$ cat config.mk
export PLATFORM = sky130hd
export DESIGN_NAME = serial_adder
export DESIGN_NICKNAME = d
export VERILOG_FILES = /design/src/rtl/serial_adder.sv
export SDC_FILE = /design/constraint.sdc
export NUM_CORES = 1
export LEC_CHECK = 0
export BUFFER_PORTS_ARGS = -buffer_cell sky130_fd_sc_hd__buf_2
export CORE_ASPECT_RATIO = 1.1
export CORE_MARGIN = 2
export CORE_UTILIZATION = 54
export CTS_CLUSTER_DIAMETER = 50
export DETAILED_ROUTE_END_ITERATION = 7
export GPL_ROUTABILITY_DRIVEN = 0
export PLACE_DENSITY = 0.75
export SLEW_MARGIN = 20
export SYNTH_ARGS = -nofsm -noshare
export SYNTH_HDL_FRONTEND = slang
export SYNTH_SLANG_ARGS = --single-unit
$ cat constraint.sdc
create_clock -name clk -period 1.8 [get_ports clk]
set_input_delay 0.36 -clock clk [delete_from_list [all_inputs] [get_ports clk]]
set_output_delay 0.36 -clock clk [all_outputs]
set_load 0.005 [all_outputs]
$ cat src/rtl/serial_adder.sv
// rtl/serial_adder.sv - bit-serial adder/subtractor, LSB-first, one bit per clock
module serial_adder #(
    parameter int WIDTH = 8
) (
    input  logic             clk,
    input  logic             rst_n,
    input  logic             in_valid,
    output logic             in_ready,
    input  logic [WIDTH-1:0] a,
    input  logic [WIDTH-1:0] b,
    input  logic             sub,
    output logic             out_valid,
    input  logic             out_ready,
    output logic [WIDTH-1:0] sum,
    output logic             cout
);

    localparam int CW = (WIDTH > 2) ? $clog2(WIDTH) : 1;

    typedef enum logic [1:0] {
        IDLE  = 2'b00,
        SHIFT = 2'b01,
        DONE  = 2'b10
    } state_t;

    state_t           state_q, state_d;
    logic [WIDTH-1:0] shreg_a_q;
    logic [WIDTH-1:0] shreg_b_q;
    logic [WIDTH-1:0] result_q;
    logic [WIDTH-1:0] sum_q;
    logic             carry_q;
    logic             cout_q;
    logic [CW-1:0]    count_q;

    logic             s_bit;
    logic             carry_d;
    logic             last_bit;
    logic             accept;
    logic [WIDTH-1:0] result_d;

    // One-bit full-add slice on the current LSBs plus the carry flip-flop.
    assign s_bit    = shreg_a_q[0] ^ shreg_b_q[0] ^ carry_q;
    assign carry_d  = (shreg_a_q[0] & shreg_b_q[0]) |
                      (shreg_a_q[0] & carry_q) |
                      (shreg_b_q[0] & carry_q);
    assign last_bit = (count_q == CW'(WIDTH - 1));
    assign accept   = in_ready & in_valid;
    assign result_d = {s_bit, result_q[WIDTH-1:1]};

    assign sum  = sum_q;
    assign cout = cout_q;

    // State register.
    always_ff @(posedge clk or negedge rst_n) begin
        if (!rst_n) begin
            state_q <= IDLE;
        end else begin
            state_q <= state_d;
        end
    end

    // Next-state and handshake outputs, decoded from the state register only.
    always_comb begin
        state_d   = state_q;
        in_ready  = 1'b0;
        out_valid = 1'b0;
        case (state_q)
            IDLE: begin
                in_ready = 1'b1;
                if (in_valid) begin
                    state_d = SHIFT;
                end
            end
            SHIFT: begin
                if (last_bit) begin
                    state_d = DONE;
                end
            end
            DONE: begin
                out_valid = 1'b1;
                if (out_ready) begin
                    state_d = IDLE;
                end
            end
            default: begin
                state_d = IDLE;
            end
        endcase
    end

    // Operand load, serial shift, and capture of the finished word into sum/cout.
    always_ff @(posedge clk or negedge rst_n) begin
        if (!rst_n) begin
            shreg_a_q <= '0;
            shreg_b_q <= '0;
            result_q  <= '0;
            sum_q     <= '0;
            carry_q   <= 1'b0;
            cout_q    <= 1'b0;
            count_q   <= '0;
        end else if (accept) begin
            // Subtraction is A + ~B + 1: invert B and seed the carry with 1.
            shreg_a_q <= a;
            shreg_b_q <= sub ? ~b : b;
            carry_q   <= sub;
            count_q   <= '0;
            result_q  <= '0;
        end else if (state_q == SHIFT) begin
            shreg_a_q <= {1'b0, shreg_a_q[WIDTH-1:1]};
            shreg_b_q <= {1'b0, shreg_b_q[WIDTH-1:1]};
            carry_q   <= carry_d;
            result_q  <= result_d;
            count_q   <= count_q + CW'(1);
            // sum/cout only change here so they hold the previous result meanwhile.
            if (last_bit) begin
                sum_q  <= result_d;
                cout_q <= carry_d;
            end
        end
    end

endmodule
Word level (Yosys, flattened, before mapping). Index checks and enable logic that the tools add are counted.

Add/subtract/negate cells: 1. Equality and inequality tests: 6. Multiplexer cells: 17. Bitwise gates (word level): 10. Reduce and logical (&&, ||, !) cells: 4.

Operator list (count): 8-bit 2-to-1 mux (7); 8-bit inverter (1); 2-bit 2-to-1 mux (3); 3-bit 2-to-1 mux (2); 2-bit != test (second input constant) (3); 2-bit one-hot mux with 3 select lines (1); 3-bit AND reduction (2); 1-bit AND (4); 1-bit 2-to-1 mux (4); 3-bit by 1-bit adder with 3-bit output (second input constant) (1); 3-bit == test (second input constant) (1); 2-bit by 1-bit == test with 1-bit output (second input constant) (1); 2-bit == test (second input constant) (1); 2-bit zero test (1); 1-bit bitwise OR (2); 2-bit nonzero test (1); 1-bit XOR (2); 1-bit inverter (1).

Register bits after elaboration: 39. Input port bits: 21. Output and inout port bits: 11. Word-level logic and storage cells: 46.

Logic depth before layout (Yosys ltp).
Word-level depth: 5. Gate-level depth with buffers: 5. Mapped depth without buffers: 4.

Worst setup path before layout. OpenSTA, ideal clock, no wires.

Path kind: reg-to-reg. Start: register count_q[0]. End: register cout_q, in the netlist cout. Arrival: 1.222 ns. Data required time: 1.675 ns. Path slack: 0.453 ns. Cell stages (with the launch flop): 5. Path buffers: 0. Clock period less this slack: 1.347 ns. Cell sequence: dfrtp_1 ha_1 ha_1 nand2_4 mux2_2.

Word-level cells in the longest chain between the ends: 2.

Ends and longest elaborated chain: start: declaration (line 33) `logic [CW-1:0] count_q;`; start signal: assignment (line 113) `count_q <= count_q + CW'(1);`; 3-bit == test (line 46) `assign last_bit = (count_q == CW'(WIDTH - 1));`; 3-bit AND reduction (no source line); end signal: assignment (line 117) `cout_q <= carry_d;`; end: declaration (line 32) `logic cout_q;`.

Every way passes these cells. A chain may end at the register's enable or synchronous reset.

Worst setup path after layout.
Start: register state_q[1]. End: register result_q[4].

Word-level cells in the longest chain between the ends: 4. Elaborated cells between the ends (all ways): 6. Those cells by class: 1 x eq/ne; 2 x mux; 1 x bitwise; 2 x reduce/logical.

Ends and longest elaborated chain: start: declaration (line 26) `state_t state_q, state_d;`; start signal: assignment (line 58) `state_q <= state_d;`; 2-bit zero test (line 67) `case (state_q)`; 1-bit 2-to-1 mux (line 67); 1-bit AND (line 47) `assign accept = in_ready & in_valid;`; 8-bit 2-to-1 mux / 2-bit nonzero test (equally long branches); end signal: assignment (line 112) `result_q <= result_d;`; end: declaration (line 29) `logic [WIDTH-1:0] result_q;`.

Several ways; a longest one is shown, not always the timed one.

==> impl_metrics.tcl <==
set metrics [dict create \
    yosysTopAreaCellShare_pct 55.4 \
    core_area_um2 3050 \
    cts_max_level 2 \
    initial_utilization_pct 56.3 \
    firstDrtPassIters 4 \
    ys_seq_area_share_pct 55.4 \
    placed_area_um2 1900 \
    setup_viol 0 \
    die_w_um 57.8 \
    grt_use_total_pct 18.8 \
    worst_pin_slew_ns 0.521 \
    drv_slew 0 \
    wire_per_inst_um 13.1 \
    fin_nets 217 \
    fin_area_um2 1970 \
    criticalPathCategory "flop to flop" \
    post-route-period-util_pct 85.4 \
    ys.flop_type "dfrtp_1" \
    cts.path.max_buffers 2 \
    synth.area.top_cells "dfrtp_1 (55%), nand2_1 (10%), mux2_2 (5.9%), o21ai_0 (5.2%), mux2i_1 (4.1%)" \
    antenna_cells 0 \
    vias 1206 \
    finalHoldViolations 0 \
    grt_pass1_wl_um 5230 \
    grt_max_degree 21 \
    skew_ns 0.00401 \
    rrSetupSlack_ns 0.26 \
    synthMuxAreaShare_pct 9.99 \
    hp-class "primary input to flop" \
    yosysTopAreaCell "dfrtp_1" \
    numCtsBuffers 5 \
    ys_warn_count 0 \
    portBuffers 31 \
    num_io_pins 32 \
    fp.dieH_um 63.1 \
    setup_tns_ns 0 \
    antenna_found_initial 0 \
    min_period_ns 1.54 \
    rows 21 \
    synth-edff-count 0 \
    synth-xor-area-share_pct 4.08 \
    detail-route-antenna-nets 0 \
    grt_overflow 0 \
    setup.worst_path.start_class "flop" \
    syn_avg_cell_area_um2 11.0 \
    cp_data_arrival_time_ns 1.80 \
    outcome "finished, final reports clean" \
    synth_seq_cells 38 \
    drt_wl_total_um 2980 \
    cts_sinks 38 \
    drc 0 \
    drt-vias-per-instance 5.29 \
    max_cap_viol_count 0 \
    mappedNetlistArea_um2 1720 \
    cts_root_buffer "clkbuf_4" \
    rsz0062_at_grt "no" \
    drtIter0Drc 37 \
    critPathMaxFanout 11 \
    synth_top_family_by_area "simple AND/OR/NAND/NOR gates" \
    grt_pass1_vias 1190 \
    synth_compound_area_share_pct 10.2 \
    synth.most_common_cell "nand2_1" \
    irDropWorstVdd_mv 0.988 \
    synthCells 156 \
    synth.top_cells.by_count "nand2_1 (46), dfrtp_1 (38), o21ai_0 (18), mux2_2 (9)" \
    area_growth_pct 15.0 \
    drive_above_1_share_pct 28.9 \
    cellPowerDensity_nw_per_um2 1530 \
    synth.distinct_cells 22 \
    slew_headroom_pct 65.3 \
    cts.clk_slew.worst_paths_ns 0.11 \
    syn_nets 180 \
    synth_adder_area_share_pct 2.62 \
    dieArea_um2 3650 \
    cp.required_ns 2.06 \
    fmax_ghz 0.651 \
    leakagePower_nw 1.01 \
    crit_path_end_kind "flop" \
    synth-async-reset-ratio_pct 100 \
    cts_tree "built" \
    synthSimpleGateAreaFrac_pct 13.6 \
    clk_latency_ns 0.34 \
    dp_hpwl_um 2120 \
]
final timing paths:
path,to,cells after the start,start
worst min register to register,shreg_a_q[5]$_DFFE_PN0P_,2,shreg_a_q[5]$_DFFE_PN0P_
worst max-delay path,result_q[4]$_DFFE_PN0P_,4,state_q[1]$_DFFE_PN0P_
max in group asynchronous,shreg_a_q[3]$_DFFE_PN0P_,3,rst_n
min in group asynchronous,count_q[0]$_DFFE_PN0P_,2,rst_n
worst max register to register,result_q[4]$_DFFE_PN0P_,4,state_q[1]$_DFFE_PN0P_
worst min-delay path,state_q[1]$_DFFE_PN0P_,2,out_ready
state kept, by name (all words and copies together), names as in the netlist:
register,count
cout,1
sum,8
carry_q,1
shreg_b_q,8
shreg_a_q,8
count_q,3
result_q,7
state_q,2
power breakdown:
part	switching [mW]	total (mW)	leakage (nW)	internal [mW]
registers	0.230	1.44	0.488	1.21
clock network	0.269	0.458	0.0353	0.189
logic	0.576	1.11	0.490	0.535
layout make-up:
cell class | count | area [um^2]
Clock inverter | 1 | 5.00
Inverter | 1 | 3.75
Sequential cell | 38 | 951
Tap cell | 34 | 42.5
Multi-Input combinational cell | 109 | 694
Timing Repair Buffer | 38 | 223
Fill cell | 239 | 1070
Clock buffer | 7 | 55.1
cells in the final DEF (no fill, tap or decap), drive strengths merged:
cell type,count
nand2,47
dfrtp,38
buf,37
o21ai,20
mux2,9
a22oi,8
xor2,8
mux2i,7
clkbuf,7
nand2b,2
o21bai,2
ha,2
nor2,1
inv,1
nor2b,1
nor3b,1
fa,1
clkinv,1
dlygate4sd3,1
what timing repair did:
| item | in CTS | in global routing |
|---|---|---|
| buffers inserted | 0 | 0 |
| hold buffers | 1 | 0 |
| endpoints found under the hold margin | 18 | 0 |
| gates resized for setup | 0 | 0 |
cell families after synthesis:
family,count (synthesis)
fa+ha+maj,3
simple gates,52
mux,16
xor+xnor,8
buf+inv,9
compound gates,30
flops,38
worst max-delay path: stages (launching register included):
cell	delay, ns
dfrtp_1	0.51
nand2b_1	0.48
buf_4	0.25
nand2_1	0.05
o21ai_0	0.16
metrics by stage:
stage                     setup slack (ns)  hold WS (ns)  utilization [%]  cells  total power, mW
after floorplan                      0.453        0.0644                -    156             2.30
after global placement               0.375         0.328             62.5    219             2.53
after detailed placement             0.266         0.331             62.5    219             2.60
after CTS                            0.232         0.204             64.8    228             3.05
after global routing                0.0899         0.216             64.8    228             3.29
final                                0.263         0.205             64.8    228             3.01
per-layer routing:
metal  wire length (um)  up-vias  GRT usage, %
met4                 40        0          8.72
met2               1490       33          29.7
li1                   -      597             -
met5                  0        -             0
met1               1310      571          24.4
met3                139        5          4.31
Power figures use the tool's default switching activity.
